### src/rtl/vga_timing_pkg.sv
// ---------------------------------------------------------------------------
// vga_timing_pkg : per-axis timing mode record and standard mode constants
// Rev 1.0
// ---------------------------------------------------------------------------
`default_nettype none

package vga_timing_pkg;

  typedef struct packed {
    int unsigned active;
    int unsigned fp;
    int unsigned sync;
    int unsigned bp;
  } vga_axis_t;

  typedef struct packed {
    vga_axis_t h;
    vga_axis_t v;
  } vga_mode_t;

  localparam vga_mode_t MODE_640x480_60 = '{
    h: '{active: 640, fp: 16, sync: 96,  bp: 48},
    v: '{active: 480, fp: 10, sync: 2,   bp: 33}
  };

  localparam vga_mode_t MODE_800x600_60 = '{
    h: '{active: 800, fp: 40, sync: 128, bp: 88},
    v: '{active: 600, fp: 1,  sync: 4,   bp: 23}
  };

endpackage

`default_nettype wire

### src/rtl/vga_delay_line.sv
// ---------------------------------------------------------------------------
// vga_delay_line : DEPTH-stage shift register, async clear to INIT
// Rev 1.0
// ---------------------------------------------------------------------------
`default_nettype none

module vga_delay_line #(
  parameter int               WIDTH = 1,
  parameter int               DEPTH = 1,
  parameter logic [WIDTH-1:0] INIT  = '0
) (
  input  logic             clk,
  input  logic             rst_n,
  input  logic [WIDTH-1:0] data_i,
  output logic [WIDTH-1:0] data_o
);

  if (DEPTH == 0) begin : g_wire
    logic unused_w;
    assign unused_w = clk ^ rst_n ^ (|INIT);
    assign data_o   = data_i;
  end else begin : g_shift
    logic [WIDTH-1:0] stage_q [DEPTH];

    always_ff @(posedge clk or negedge rst_n) begin
      if (!rst_n) begin
        for (int i = 0; i < DEPTH; i++) stage_q[i] <= INIT;
      end else begin
        stage_q[0] <= data_i;
        for (int i = 1; i < DEPTH; i++) stage_q[i] <= stage_q[i-1];
      end
    end

    assign data_o = stage_q[DEPTH-1];
  end

endmodule

`default_nettype wire

### src/rtl/vga_timing_gen.sv
// ---------------------------------------------------------------------------
// vga_timing_gen : parametrised VGA sync/DE/request generator, latency aligned
// Rev 1.0
// ---------------------------------------------------------------------------
`default_nettype none

module vga_timing_gen
  import vga_timing_pkg::*;
#(
  parameter int H_ACTIVE = int'(MODE_640x480_60.h.active),
  parameter int H_FP     = int'(MODE_640x480_60.h.fp),
  parameter int H_SYNC   = int'(MODE_640x480_60.h.sync),
  parameter int H_BP     = int'(MODE_640x480_60.h.bp),
  parameter int V_ACTIVE = int'(MODE_640x480_60.v.active),
  parameter int V_FP     = int'(MODE_640x480_60.v.fp),
  parameter int V_SYNC   = int'(MODE_640x480_60.v.sync),
  parameter int V_BP     = int'(MODE_640x480_60.v.bp),
  parameter int H_POL    = 1,
  parameter int V_POL    = 1,
  parameter int COLOR_W  = 1,
  parameter int CNT_W    = 12,
  parameter int PIX_LAT  = 1
) (
  input  logic               clk_25m,
  input  logic               rst_n,
  input  logic [COLOR_W-1:0] pixel_r,
  input  logic [COLOR_W-1:0] pixel_g,
  input  logic [COLOR_W-1:0] pixel_b,
  output logic               req_valid,
  output logic [CNT_W-1:0]   req_x,
  output logic [CNT_W-1:0]   req_y,
  output logic               line_start,
  output logic               frame_start,
  output logic [COLOR_W-1:0] vga_r,
  output logic [COLOR_W-1:0] vga_g,
  output logic [COLOR_W-1:0] vga_b,
  output logic               vga_hsy,
  output logic               vga_vsy,
  output logic               vga_de
);

  localparam int H_TOT = H_SYNC + H_BP + H_ACTIVE + H_FP;
  localparam int V_TOT = V_SYNC + V_BP + V_ACTIVE + V_FP;

  localparam logic [CNT_W-1:0] H_LAST    = CNT_W'(H_TOT - 1);
  localparam logic [CNT_W-1:0] V_LAST    = CNT_W'(V_TOT - 1);
  localparam logic [CNT_W-1:0] H_SYN_END = CNT_W'(H_SYNC);
  localparam logic [CNT_W-1:0] V_SYN_END = CNT_W'(V_SYNC);
  localparam logic [CNT_W-1:0] H_ACT_BEG = CNT_W'(H_SYNC + H_BP);
  localparam logic [CNT_W-1:0] H_ACT_END = CNT_W'(H_SYNC + H_BP + H_ACTIVE);
  localparam logic [CNT_W-1:0] V_ACT_BEG = CNT_W'(V_SYNC + V_BP);
  localparam logic [CNT_W-1:0] V_ACT_END = CNT_W'(V_SYNC + V_BP + V_ACTIVE);
  localparam logic             HS_ON     = (H_POL != 0);
  localparam logic             VS_ON     = (V_POL != 0);

  if (H_ACTIVE < 1 || H_FP < 1 || H_SYNC < 1 || H_BP < 1) begin : g_bad_h
    $error("vga_timing_gen: every horizontal timing parameter must be >= 1");
  end
  if (V_ACTIVE < 1 || V_FP < 1 || V_SYNC < 1 || V_BP < 1) begin : g_bad_v
    $error("vga_timing_gen: every vertical timing parameter must be >= 1");
  end
  if (H_TOT >= (1 << CNT_W) || V_TOT >= (1 << CNT_W)) begin : g_bad_w
    $error("vga_timing_gen: H/V totals do not fit in CNT_W bits");
  end
  if (PIX_LAT < 0 || PIX_LAT > 15) begin : g_bad_lat
    $error("vga_timing_gen: PIX_LAT must be within 0..15");
  end

  logic [CNT_W-1:0] h_cnt_q, h_cnt_d, v_cnt_q, v_cnt_d;
  logic [CNT_W-1:0] req_x_q, req_x_d, req_y_q, req_y_d;
  logic             req_valid_q, req_valid_d;
  logic             line_start_q, line_start_d;
  logic             frame_start_q, frame_start_d;
  logic             hs_q, hs_d, vs_q, vs_d;

  always_comb begin
    h_cnt_d = h_cnt_q + CNT_W'(1);
    v_cnt_d = v_cnt_q;
    if (h_cnt_q == H_LAST) begin
      h_cnt_d = '0;
      v_cnt_d = (v_cnt_q == V_LAST) ? '0 : v_cnt_q + CNT_W'(1);
    end
  end

  // Request stage decodes the position the counters hold during this cycle.
  always_comb begin
    req_valid_d   = (h_cnt_q >= H_ACT_BEG) && (h_cnt_q < H_ACT_END) &&
                    (v_cnt_q >= V_ACT_BEG) && (v_cnt_q < V_ACT_END);
    req_x_d       = req_valid_d ? (h_cnt_q - H_ACT_BEG) : req_x_q;
    req_y_d       = req_valid_d ? (v_cnt_q - V_ACT_BEG) : req_y_q;
    line_start_d  = req_valid_d && (h_cnt_q == H_ACT_BEG);
    frame_start_d = line_start_d && (v_cnt_q == V_ACT_BEG);
    hs_d          = (h_cnt_q < H_SYN_END);
    vs_d          = (v_cnt_q < V_SYN_END);
  end

  always_ff @(posedge clk_25m or negedge rst_n) begin
    if (!rst_n) begin
      h_cnt_q       <= '0;
      v_cnt_q       <= '0;
      req_valid_q   <= 1'b0;
      req_x_q       <= '0;
      req_y_q       <= '0;
      line_start_q  <= 1'b0;
      frame_start_q <= 1'b0;
      hs_q          <= 1'b0;
      vs_q          <= 1'b0;
    end else begin
      h_cnt_q       <= h_cnt_d;
      v_cnt_q       <= v_cnt_d;
      req_valid_q   <= req_valid_d;
      req_x_q       <= req_x_d;
      req_y_q       <= req_y_d;
      line_start_q  <= line_start_d;
      frame_start_q <= frame_start_d;
      hs_q          <= hs_d;
      vs_q          <= vs_d;
    end
  end

  assign req_valid   = req_valid_q;
  assign req_x       = req_x_q;
  assign req_y       = req_y_q;
  assign line_start  = line_start_q;
  assign frame_start = frame_start_q;

  // Controls wait PIX_LAT cycles so they meet the pixel data they belong to.
  logic [2:0] dly_out;
  logic       dly_act, dly_hs, dly_vs;

  vga_delay_line #(
    .WIDTH (3),
    .DEPTH (PIX_LAT),
    .INIT  (3'b000)
  ) u_ctrl_dly (
    .clk    (clk_25m),
    .rst_n  (rst_n),
    .data_i ({req_valid_q, hs_q, vs_q}),
    .data_o (dly_out)
  );

  assign {dly_act, dly_hs, dly_vs} = dly_out;

  logic               de_q, hsy_q, vsy_q;
  logic [COLOR_W-1:0] r_q, g_q, b_q;

  always_ff @(posedge clk_25m or negedge rst_n) begin
    if (!rst_n) begin
      de_q  <= 1'b0;
      hsy_q <= ~HS_ON;
      vsy_q <= ~VS_ON;
      r_q   <= '0;
      g_q   <= '0;
      b_q   <= '0;
    end else begin
      de_q  <= dly_act;
      hsy_q <= dly_hs ? HS_ON : ~HS_ON;
      vsy_q <= dly_vs ? VS_ON : ~VS_ON;
      r_q   <= dly_act ? pixel_r : '0;
      g_q   <= dly_act ? pixel_g : '0;
      b_q   <= dly_act ? pixel_b : '0;
    end
  end

  assign vga_de  = de_q;
  assign vga_hsy = hsy_q;
  assign vga_vsy = vsy_q;
  assign vga_r   = r_q;
  assign vga_g   = g_q;
  assign vga_b   = b_q;

endmodule

`default_nettype wire

### config.mk
export PLATFORM = sky130hd
export DESIGN_NAME = vga_timing_gen
export DESIGN_NICKNAME = d
export VERILOG_FILES = /design/src/rtl/vga_timing_pkg.sv /design/src/rtl/vga_delay_line.sv /design/src/rtl/vga_timing_gen.sv
export SDC_FILE = /design/constraint.sdc
export NUM_CORES = 1
export LEC_CHECK = 0
export ABC_CLOCK_PERIOD_IN_PS = 6750
export BUFFER_PORTS_ARGS = -buffer_cell sky130_fd_sc_hd__buf_2
export CAP_MARGIN = 40
export CORE_ASPECT_RATIO = 1.1
export CORE_MARGIN = 3
export CORE_UTILIZATION = 61
export CTS_CLUSTER_DIAMETER = 120
export DETAILED_ROUTE_END_ITERATION = 10
export PLACE_DENSITY_LB_ADDON = 0.15
export SETUP_SLACK_MARGIN = 0.5
export SLEW_MARGIN = 40
export SYNTH_ARGS = -nofsm -noshare
export SYNTH_HDL_FRONTEND = slang
export SYNTH_HIERARCHICAL = 1
export SYNTH_SLANG_ARGS = --single-unit
### constraint.sdc
create_clock -name clk_25m -period 6.75 [get_ports clk_25m]
set_clock_uncertainty 0.2 [all_clocks]
set_input_delay 0.3375 -clock clk_25m [delete_from_list [all_inputs] [get_ports clk_25m]]
set_output_delay 0.3375 -clock clk_25m [all_outputs]
set_load 0.02 [all_outputs]
==> flow_summary.ini <==
[run_status]
status = finished, final reports clean

[clocking]
cts_sinks = 62
cts-resized-gates = 0
clock_latency_ps = 340
cts_setup_buffers = 0
cts-root-buf = clkbuf_8
tritoncts = yes
clk_path_buf_depth = 2
cts_buffers = 9
clk_pin_slew_ps = 70
cts_hold_buf = 1
h-tree-depth = 3

[timing]
slew_headroom_pct = 56.5
report.final.slew_viol_count = 0
finalCritPeriodShare_pct = 39.5
rsz0062_at_grt = no
layout_min_cycle_time_ps = 2670
worst_slew_pin_slew_ps = 651
hold_viol = 0
fmaxAchievable_ghz = 0.375
setup_ws_ps = 4080
tns_ps = 0
setup_viol = 0

[placed_design]
port_buffers = 37
finalWeightedCongestion = 0.870
dp_slack_ps = 4070
dp_cells = 339
place_hpwl_mm = 3.58

[detailed_routing]
drc_errors = 0
drtAntennaViolNets = 0
num_vias = 2030
drt-total-wl_mm = 5.34
wire_per_inst_um = 15.0
first_iter_violations = 102
dr.pass1.iters = 4
vias_per_cell = 5.70

[layout]
nNetsFinal = 309
seq_area_mm2 = 0.00155
diodes = 0
final_util_pct = 76.0
multiInputGateArea_mm2 = 0.00126
layout-drive-gt1-share_pct = 25.5
syn_to_final_growth_pct = 15.8
nFillCells = 304
fin_cells = 356

[power_and_ir_drop]
leakage_nw = 1.72
power_uw = 815
ir_drop_mv = 0.267
power.density_mw_per_mm2 = 240

[worst_setup_path]
cp-end-kind = register
worstSetupStartpoint = v_cnt_q[0]$_DFFE_PN0N_
slowest_delay_ps = 480
crit_family = simple AND/OR/NAND/NOR gates
critPathCapture = req_y[8]$_DFFE_PN0P_
cp_cell_sequence = ha_1 > or3_1 > o21ai_1 > a21oi_1 > nand3_4 > mux2_2
start_kind = register
worst_ep_arrival_time_ps = 2690
crit_fanout = 25
timing.rr.start = v_cnt_q[0]$_DFFE_PN0N_
cpMaxStageDelayCell = dfrtp_1
cp_num_buf_inv = 0
r2r.worst_path.cells = 6
path_depth = 6
reg2reg_to = req_y[8]$_DFFE_PN0P_
setup.worst_path.class = reg2reg
cp.required_ps = 6770
r2r_slack_ps = 4080

[logic_synthesis]
synth_top_family_by_area = simple AND/OR/NAND/NOR gates
yosys.area_share.adder_pct = 2.98
syn_area_mm2 = 0.00294
synth_xor_area_share_pct = 7.46
synth_area_leaders = dfrtp_1 53%, mux2_2 5.4%, xnor2_1 3.9%
yosys_warnings = 6
syn_area_per_cell_um2 = 11.2
synth_nets = 273
muxShareOfSynthArea_pct = 8.70
ys_seq_elements = 62
yosysTopAreaCell = dfrtp_1
syn-instance-count = 261
synth_compound_area_share_pct = 6.91
ys_seq_area_share_pct = 52.9
synth.distinct_cells = 47
yosys.area.top_type_share_pct = 52.9
synthSimpleGateAreaFrac_pct = 16.8

[floorplanning]
start_util_pct = 65.6
die_w_um = 72.1
row_count = 25
coreArea_mm2 = 0.00447
fp.dieH_um = 78.8
io_pins = 38
die_area_mm2 = 0.00568

[global_route]
grt-ovfl-total = 0
grt_max_degree = 63
grt.total_usage_pct = 21.4
antenna_found_initial = 0
grt_pass1_wl_mm = 9.40
grt_pass1_vias = 1985

[hold_path]
hold_start = pixel_r
min_path_type = in2reg

[job]
drv_cap = 0
-- Yosys cell counts, drive strengths merged --
library cell   n
and4           1
nor2          22
or4b           1
o2111ai        1
a31oi          2
or4            3
nand2         14
xnor2         13
ha             7
inv           12
nor3b          2
a21o           1
nand3b         1
a41oi          1
dfrtp         62
and3           3
clkbuf         5
o21bai         1
or3            3
nor2b          4
buf            9
mux2          20
a2111oi        1
a21oi          4
nand4          7
xor2          12
nor3           5
nor4           4
and2           5
or3b           1
nand3          9
a211oi         1
o31ai          6
mux2i          3
o21ai         13
or2            2
-- per-layer routing --
| layer | GRT usage (%) | vias to the layer above | share of wire, % |
|---|---|---|---|
| met2 | 32.4 | 52 | 46 |
| met3 | 4.68 | 11 | 4.9 |
| li1 | - | 976 | - |
| met5 | 0 | - | 0 |
| met4 | 9.77 | 0 | 1.6 |
| met1 | 29.4 | 991 | 47 |
-- placed cells by master, fill, tap and decap left out, types with 7 or more instances in the layout --
master and n:
dfrtp_1 62, buf_2 37, nor2_1 21, nand2_1 14
mux2_2 14, xnor2_1 13, inv_1 12, xor2_1 12
o21ai_0 11, clkbuf_8 10, nand3_1 8, nand4_1 7
ha_1 7
-- registers in the layout, indices dropped and copies added (netlist names), 3 cells and up --
signal	cells
h_cnt_q	12
req_y	12
req_x	12
u_ctrl_dly/data_o	3
v_cnt_q	12
-- metrics by stage --
| stage | area, µm² | hold WS (ps) |
|---|---|---|
| final | 3400 | 8.77 |
| after global placement | 3110 | 132 |
| after floorplan | 2940 | -158 |
| after global routing | 3400 | 20.3 |
| after detailed placement | 3110 | 135 |
| after CTS | 3390 | 6.50 |
-- final cells by class --
type / instances / share of cell area [%]
Sequential cell: 62 / 45.7
Inverter: 12 / 1.33
Clock buffer: 10 / 4.05
Tap cell: 54 / 1.99
Clock inverter: 6 / 3.90
Multi-Input combinational cell: 173 / 37.0
Timing Repair Buffer: 39 / 6.08
-- worst min path at each step --
stage / to / slack [ps] / depth (start not counted)
final: vga_r$_DFF_PN0_ / 9 / 2
after global routing: vga_g$_DFF_PN0_ / 20 / 2
after floorplan: frame_start$_DFF_PN0_ / -160 / 0
after global placement: u_ctrl_dly/data_o[0]$_DFF_PN0_ / 130 / 0
after CTS: vga_r$_DFF_PN0_ / 6 / 2
after detailed placement: vga_vsy$_DFF_PN0_ / 130 / 0
-- report_power, final --
group | internal (mW) | switching [mW]
registers | 0.371 | 0
logic | 0.00175 | 0.00702
clock network | 0.292 | 0.143
total | 0.665 | 0.150
-- cells by family after synthesis --
| logic type | after synthesis |
|---|---|
| buffers and inverters | 26 |
| and+or+nand+nor | 87 |
| xor gates and xnor gates | 25 |
| AOI/OAI and AO/OA | 31 |
| muxes | 23 |
| adders and majority gates | 7 |
| DFF | 62 |
(Power assumes the default switching activity.)
